`src/rtl/softmax_exp2_stage.sv`:
```
// Softmax exponent stage: splits a non-positive log2-domain score into n.f,
// looks up 2^-f externally, shifts by n and accumulates the per-row sum.
module softmax_exp2_stage #(
  parameter int SUM_W       = 24,
  parameter int N_MAX_SHIFT = 14
) (
  input  logic             I_CLK,
  input  logic             I_RST_N,
  input  logic             I_VALID,
  output logic             O_READY,
  input  logic [19:0]      I_X,
  input  logic             I_LAST,
  output logic [12:0]      O_VI,
  input  logic [15:0]      I_LUT_RES,
  output logic             O_VALID,
  input  logic             I_READY,
  output logic [15:0]      O_EXP,
  output logic             O_LAST,
  output logic [SUM_W-1:0] O_SUM,
  output logic             O_SUM_VALID
);

  localparam logic [SUM_W-1:0] SUM_MAX = {SUM_W{1'b1}};

  logic             v1_q;
  logic             last1_q;
  logic [5:0]       n1_q;
  logic [12:0]      f1_q;
  logic             valid_q;
  logic             last_q;
  logic [15:0]      exp_q;
  logic [SUM_W-1:0] sum_q;
  logic             sum_valid_q;
  logic [SUM_W-1:0] acc_q;

  logic             en_s;
  logic [19:0]      neg_s;
  logic [18:0]      mag_s;
  logic [15:0]      mant_s;
  logic [15:0]      exp_d;
  logic [SUM_W:0]   sum_wide_s;
  logic [SUM_W-1:0] sum_d;

  // Magnitude split, mantissa select/shift and saturating row-sum add.
  always_comb begin
    en_s  = !valid_q || I_READY;
    neg_s = 20'd0 - I_X;
    // Positive scores clamp to x = 0; the most negative code saturates far past the cutoff.
    if (!I_X[19]) begin
      mag_s = 19'd0;
    end else if (neg_s[19]) begin
      mag_s = 19'h7FFFF;
    end else begin
      mag_s = neg_s[18:0];
    end
    mant_s = (f1_q == 13'd0) ? 16'h2000 : I_LUT_RES;
    if (n1_q >= 6'(N_MAX_SHIFT)) begin
      exp_d = 16'd0;
    end else begin
      exp_d = mant_s >> n1_q;
    end
    sum_wide_s = {1'b0, acc_q} + (SUM_W+1)'(exp_d);
    if (sum_wide_s[SUM_W]) begin
      sum_d = SUM_MAX;
    end else begin
      sum_d = sum_wide_s[SUM_W-1:0];
    end
  end

  // Two-stage pipeline with a single global enable; a stall freezes everything.
  always_ff @(posedge I_CLK or negedge I_RST_N) begin
    if (!I_RST_N) begin
      v1_q        <= 1'b0;
      last1_q     <= 1'b0;
      n1_q        <= 6'd0;
      f1_q        <= 13'd0;
      valid_q     <= 1'b0;
      last_q      <= 1'b0;
      exp_q       <= 16'd0;
      sum_q       <= {SUM_W{1'b0}};
      sum_valid_q <= 1'b0;
      acc_q       <= {SUM_W{1'b0}};
    end else if (en_s) begin
      v1_q        <= I_VALID;
      last1_q     <= I_LAST;
      n1_q        <= mag_s[18:13];
      f1_q        <= mag_s[12:0];
      valid_q     <= v1_q;
      last_q      <= v1_q && last1_q;
      sum_valid_q <= v1_q && last1_q;
      if (v1_q) begin
        exp_q <= exp_d;
        // The last beat publishes the total and restarts the row from zero.
        if (last1_q) begin
          sum_q <= sum_d;
          acc_q <= {SUM_W{1'b0}};
        end else begin
          acc_q <= sum_d;
        end
      end
    end
  end

  assign O_READY     = en_s;
  assign O_VI        = f1_q;
  assign O_VALID     = valid_q;
  assign O_EXP       = exp_q;
  assign O_LAST      = last_q;
  assign O_SUM       = sum_q;
  assign O_SUM_VALID = sum_valid_q;

endmodule

```
`config.mk`:
```
export PLATFORM = sky130hd
export DESIGN_NAME = softmax_exp2_stage
export DESIGN_NICKNAME = d
export VERILOG_FILES = /design/src/rtl/softmax_exp2_stage.sv
export SDC_FILE = /design/constraint.sdc
export NUM_CORES = 1
export LEC_CHECK = 0
export ABC_CLOCK_PERIOD_IN_PS = 3700
export CAP_MARGIN = 20
export CORE_MARGIN = 10
export CORE_UTILIZATION = 50
export CTS_BUF_LIST = sky130_fd_sc_hd__clkbuf_8
export CTS_CLUSTER_SIZE = 16
export DETAILED_ROUTE_END_ITERATION = 8
export PLACE_DENSITY = 0.9
export SYNTH_ARGS = -nofsm -noshare
export SYNTH_HDL_FRONTEND = slang
export SYNTH_SLANG_ARGS = --single-unit
```
`constraint.sdc`:
```
create_clock -name I_CLK -period 3.7 [get_ports I_CLK]
set_input_delay 0.74 -clock I_CLK [delete_from_list [all_inputs] [get_ports I_CLK]]
set_output_delay 0.74 -clock I_CLK [all_outputs]
set_load 0.01 [all_outputs]
```
=== Yosys cells after proc, flatten, opt, wreduce, memory -nomap -nowiden ===
Index checks and enable logic that the tools add are counted.

* Muxes and demuxes: 6
* Shift operators: 1
* $add $sub $neg: 2
* Reductions and logical operators: 6
* $lt $le $gt $ge: 1

{| class="wikitable"
|+ Operators by type and width
! operator !! number
|-
| $mux W24 || 2
|-
| $mux W19 || 2
|-
| $mux W16 || 2
|-
| $add A24 B16 Y25 || 1
|-
| $sub A1 B20 Y20 const A || 1
|-
| $shr A16 B6 Y16 || 1
|-
| $logic_not A13 Y1 || 1
|-
| $ge A6 B4 Y1 const B || 1
|-
| $reduce_and A3 Y1 || 1
|-
| $reduce_and A2 Y1 || 1
|-
| $logic_and A1 B1 Y1 || 1
|-
| $logic_not A1 Y1 || 1
|-
| $logic_or A1 B1 Y1 || 1
|}

* Register bits: 87

=== Logic depth before layout (Yosys ltp) ===
* Word-level depth: 7
* Mapped depth: 18
* Depth with buffers taken out: 15

=== Least setup slack after synthesis ===
Ideal clock, no wire load.

* Path kind: flip-flop to flip-flop
* Start: register n1_q[1]
* End: register sum_q[20], in the netlist O_SUM[20]
* Cell stages (with the launch flop): 16
* Setup slack: -240 ps
* Setup time: 83 ps
* Arrival time: 3857 ps
* Cell sequence: dfrtp_1 -> clkbuf_1 -> clkbuf_1 -> clkbuf_1 -> mux4_2 -> mux2i_1 -> o32ai_1 -> ha_1 -> fa_1 -> a211oi_1 -> o211ai_1 -> a21o_1 -> o21ai_0 -> nor2_1 -> mux2_2 -> o21ai_0

* Word-level cells in the longest chain between the ends: 4
* Elaborated cells on any way between the ends: 5
* Those cells by class: add/sub: 1; order compare: 1; shift: 1; mux: 2

{| class="wikitable"
|+ RTL lines
! element !! line !! RTL
|-
| from (decl) || 27 || <nowiki>logic [5:0] n1_q;</nowiki>
|-
| from (signal assigned) || 86 || <nowiki>n1_q <= mag_s[18:13];</nowiki>
|-
| $shr A16 B6 Y16 / $ge A6 B4 Y1 (equally long branches) || 60, 57 ||
|-
| $mux W16 (*) || 57 || <nowiki>if (n1_q >= 6'(N_MAX_SHIFT)) begin</nowiki>
|-
| net exp_d[0] || 40 || <nowiki>logic [15:0] exp_d;</nowiki>
|-
| $add A24 B16 Y25 (*) || 62 || <nowiki>sum_wide_s = {1'b0, acc_q} + (SUM_W+1)'(exp_d);</nowiki>
|-
| $mux W24 (*) || 63 || <nowiki>if (sum_wide_s[SUM_W]) begin</nowiki>
|-
| to (signal assigned) || 80 || <nowiki>sum_q <= {SUM_W{1'b0}};</nowiki>
|-
| to (signal assigned) || 95 || <nowiki>sum_q <= sum_d;</nowiki>
|-
| to (decl) || 32 || <nowiki>logic [SUM_W-1:0] sum_q;</nowiki>
|}

The timed path passes the listed nets; every way through them passes the cells marked *.
A chain may end at the register's enable or synchronous reset.

=== Worst setup path in the final report ===
* Start: input I_LUT_RES[10]
* End: register sum_q[18], in the netlist O_SUM[18]

* Word-level cells in the longest chain between the ends: 5

{| class="wikitable"
|+ RTL lines
! element !! line !! RTL
|-
| from (decl) || 14 || <nowiki>input logic [15:0] I_LUT_RES,</nowiki>
|-
| $mux W16 || 56 || <nowiki>mant_s = (f1_q == 13'd0) ? 16'h2000 : I_LUT_RES;</nowiki>
|-
| $shr A16 B6 Y16 || 60 || <nowiki>exp_d = mant_s >> n1_q;</nowiki>
|-
| $mux W16 || 57 ||
|-
| net exp_d[5] || 40 ||
|-
| $add A24 B16 Y25 || 62 ||
|-
| $mux W24 || 63 ||
|}

The timed path passes the listed nets, and every way through them passes these cells.

==> flow_summary.toml <==
[floorplan]
rows = 38
start_util_pct = 51.4
die_y_um = 126
ios = 98
core_um2 = 10900
dieArea_um2 = 15800
fp.dieW_um = 126

[logic_synthesis]
postSynthCellCount = 648
synth_edf_count = 0
yosys_most_used_dff = "dfrtp_1"
synth.avg_cell_area_um2 = 8.64
synth_largest_area_cell = "dfrtp_1"
synthTopCellsByArea = "dfrtp_1, nand2_1, o21ai_0"
yosysTopAreaCellShare_pct = 38.9
async_reset_ff_share_pct = 100
ys_types = 66
synth-seq-area-share_pct = 38.9
synth_nets = 707
ys_seq_elements = 87
yosysWarnings = 0
syn-cell-area_um2 = 5600

[critical_path]
critPathBufInv = 5
end_kind = "register"
crit_path_max_incr_delay_ps = 480
crit_family = "compound AO/OA/AOI/OAI gates"
crit_type = "in -> reg"
crit_top_cell = "buf_4"
arrival_ps = 3920
path_cells = "clkdlybuf4s15_1, buf_4, mux4_2, buf_4, mux2i_1, o22a_1, nor2_1, ha_1, buf_4, a21oi_2, o211ai_1, buf_4, a21o_1, a21o_1, nand3_4, xor2_2, a21oi_1"
cp_max_fo = 4
critPathSlowestCell = "mux4_2"
critPathRequiredTime_ps = 3960
cp-start-kind = "primary input"

[timing]
max_clock_freq_mhz = 273
setup_tns_ps = 0
maxSlewViolCount = 0
rsz0062_at_grt = "yes"
hold_violations = 0
setup_viol = 0
relSlewSlack_pct = 44.5
finalClockSkew_ps = 17.9
hold_ws_ps = 450
period_needed_ps = 3660
period_share_pct = 99.0
worstMarginPinSlew_ps = 832

[route]
wl_per_cell_um = 19.9
drcViolationCount = 0
vias_per_cell = 6.18
met1Wirelength_um = 7510
drt-total-wl_um = 19500
drt_first_pass_iters = 5
ant_nets = 0
wl_met3_um = 1700
wl_met2_um = 9770
vias = 6043
top_layer_used = "met4"
drtIter0Drc = 595

[grt]
antenna_found_initial = 0
overflow = 0
grt_usage_pct = 22.4
grt_pass1_wl_um = 30000
grt_pass1_vias = 6033
grt_max_degree = 64

[outcome]
status = "finished, final reports clean"

[clock_tree]
cts_tree = "built"
clk_latency_ps = 380
clockRootBuffer = "clkbuf_8"
cts_hold_buf = 0
h-tree-depth = 3
cts.clk_slew.worst_paths_ps = 90
cts_buffers = 9
clock_path_buffers = 2
cts_sinks = 87

[cells_and_area]
syn_to_final_growth_pct = 44.5
final_core_util_pct = 74.4
drive_above_1_share_pct = 26.6
design_area_um2 = 8100
nNetsFinal = 893
antennaDiodeCount = 0
final_cell_mix = "buf_4, nand2_1, dfrtp_1"
final_common_cell = "buf_4"
n_fill_cell = 752

[min_path]
hold_class = "in -> async"

[power]
powerDensity_nw_per_um2 = 554
power.total_mw = 4.48
vdd_ir_drop_max_uv = 306
p_leak_nw = 3.52

[placement]
io_buffers = 97
gp_congestion = 0.927
hpwlAfterDp_um = 13900
placed_area_um2 = 7420

[job]
maxCapViolCount = 0
==> cell families (layout without fill, tap and decap cells) <==
logic type / after synthesis / count (layout) / synth area share, %
DFF: 87 / 87 / 38.9
AOI/OAI and AO/OA: 187 / 187 / 20.4
buffers and inverters: 48 / 238 / 3.55
adders and majority gates: 18 / 18 / 4.15
xor gates and xnor gates: 24 / 24 / 3.75
and+or+nand+nor: 251 / 251 / 20.5
muxes: 33 / 33 / 8.78
==> per-layer routing <==
layer  global-route usage, %  up-vias
met5                       0        -
met4                    6.97        0
met3                    5.58       68
met2                    39.0      349
met1                    26.6     2907
li1                        -     2719
==> cells in the mapped netlist, types with 5 or more instances <==
master,number
nand2_1,107
dfrtp_1,87
o21ai_0,65
nor2_1,61
a21oi_1,40
clkbuf_1,28
nor3_1,20
ha_1,17
nand3_1,14
xnor2_1,14
mux2i_1,12
mux4_2,12
o21ai_1,12
inv_1,10
o31ai_1,10
xor2_1,10
mux2_2,9
or3_1,8
a21o_1,6
nand2b_1,6
o211ai_1,6
o21a_1,6
a211oi_1,5
a31oi_1,5
nor2b_1,5
nor3b_1,5
nor4_1,5
==> power breakdown <==
part           total, mW  internal [mW]  leakage, nW  switching, mW
Sequential          1.45           1.21         1.13          0.233
Clock              0.610          0.254       0.0949          0.355
Combinational       2.43           1.21         2.29           1.22
Total               4.48           2.68         3.52           1.81
==> sequential cells by signal (all words and copies together) (netlist names) <==
signal / flops
last1_q: 1
v1_q: 1
acc_q: 24
O_SUM: 24
O_SUM_VALID: 1
O_VI: 13
O_EXP: 16
n1_q: 6
O_VALID: 1
==> through the flow <==
stage	worst slack (ps)	std cells
floorplan	62.4	648
global placement	-593	955
detailed placement	-740	955
CTS	5.12	971
global route	-85.1	978
finish	36.6	978
==> worst paths after layout <==
| check | startpoint | endpoint | slack, ps | cells after the start |
|---|---|---|---|---|
| worst max-delay path | I_LUT_RES[10] | O_SUM[18]$_DFFE_PN0P_ | 40 | 17 |
| worst min-delay path | I_RST_N | O_SUM[2]$_DFFE_PN0P_ | 450 | 1 |
| worst max register to register | O_VI[5]$_DFFE_PN0N_ | O_SUM[18]$_DFFE_PN0P_ | 70 | 17 |
| worst min register to register | O_SUM[9]$_DFFE_PN0P_ | O_SUM[9]$_DFFE_PN0P_ | 480 | 2 |
| max in group asynchronous | I_RST_N | O_EXP[15]$_DFFE_PN0P_ | 2490 | 2 |
| min in group I_CLK | O_SUM[9]$_DFFE_PN0P_ | O_SUM[9]$_DFFE_PN0P_ | 480 | 2 |
==> worst register-to-register path, delay by kind of cell, from the launching register on <==
kind                     cells  cell delay [ps]
XOR/XNOR                     1              170
AND/OR/NAND/NOR              4              740
buffers and inverters        2              350
adder cells (fa/ha/maj)      1              250
AO/OA/AOI/OAI                9             1580
flip-flops                   1              410
==> what timing repair did <==
| item | in CTS | in global routing |
|---|---|---|
| endpoints found under the setup margin | 48 | 48 |
| resized for setup | 34 | 73 |
| pin swaps | 11 | 31 |
| setup buffers | 2 | 7 |
| hold endpoints to repair | 0 | 0 |
==> layout make-up <==
cell class / instances / area, um^2 / share of cell area (%)
multi-input combinational: 513 / 3660 / 45.3
timing repair buffer: 211 / 1870 / 23.1
tap: 140 / 175 / 2.16
clock buffer: 10 / 138 / 1.70
clock inverter: 5 / 26.3 / 0.325
inverter: 12 / 45.0 / 0.556
sequential: 87 / 2180 / 26.9
(Power assumes the default switching activity.)
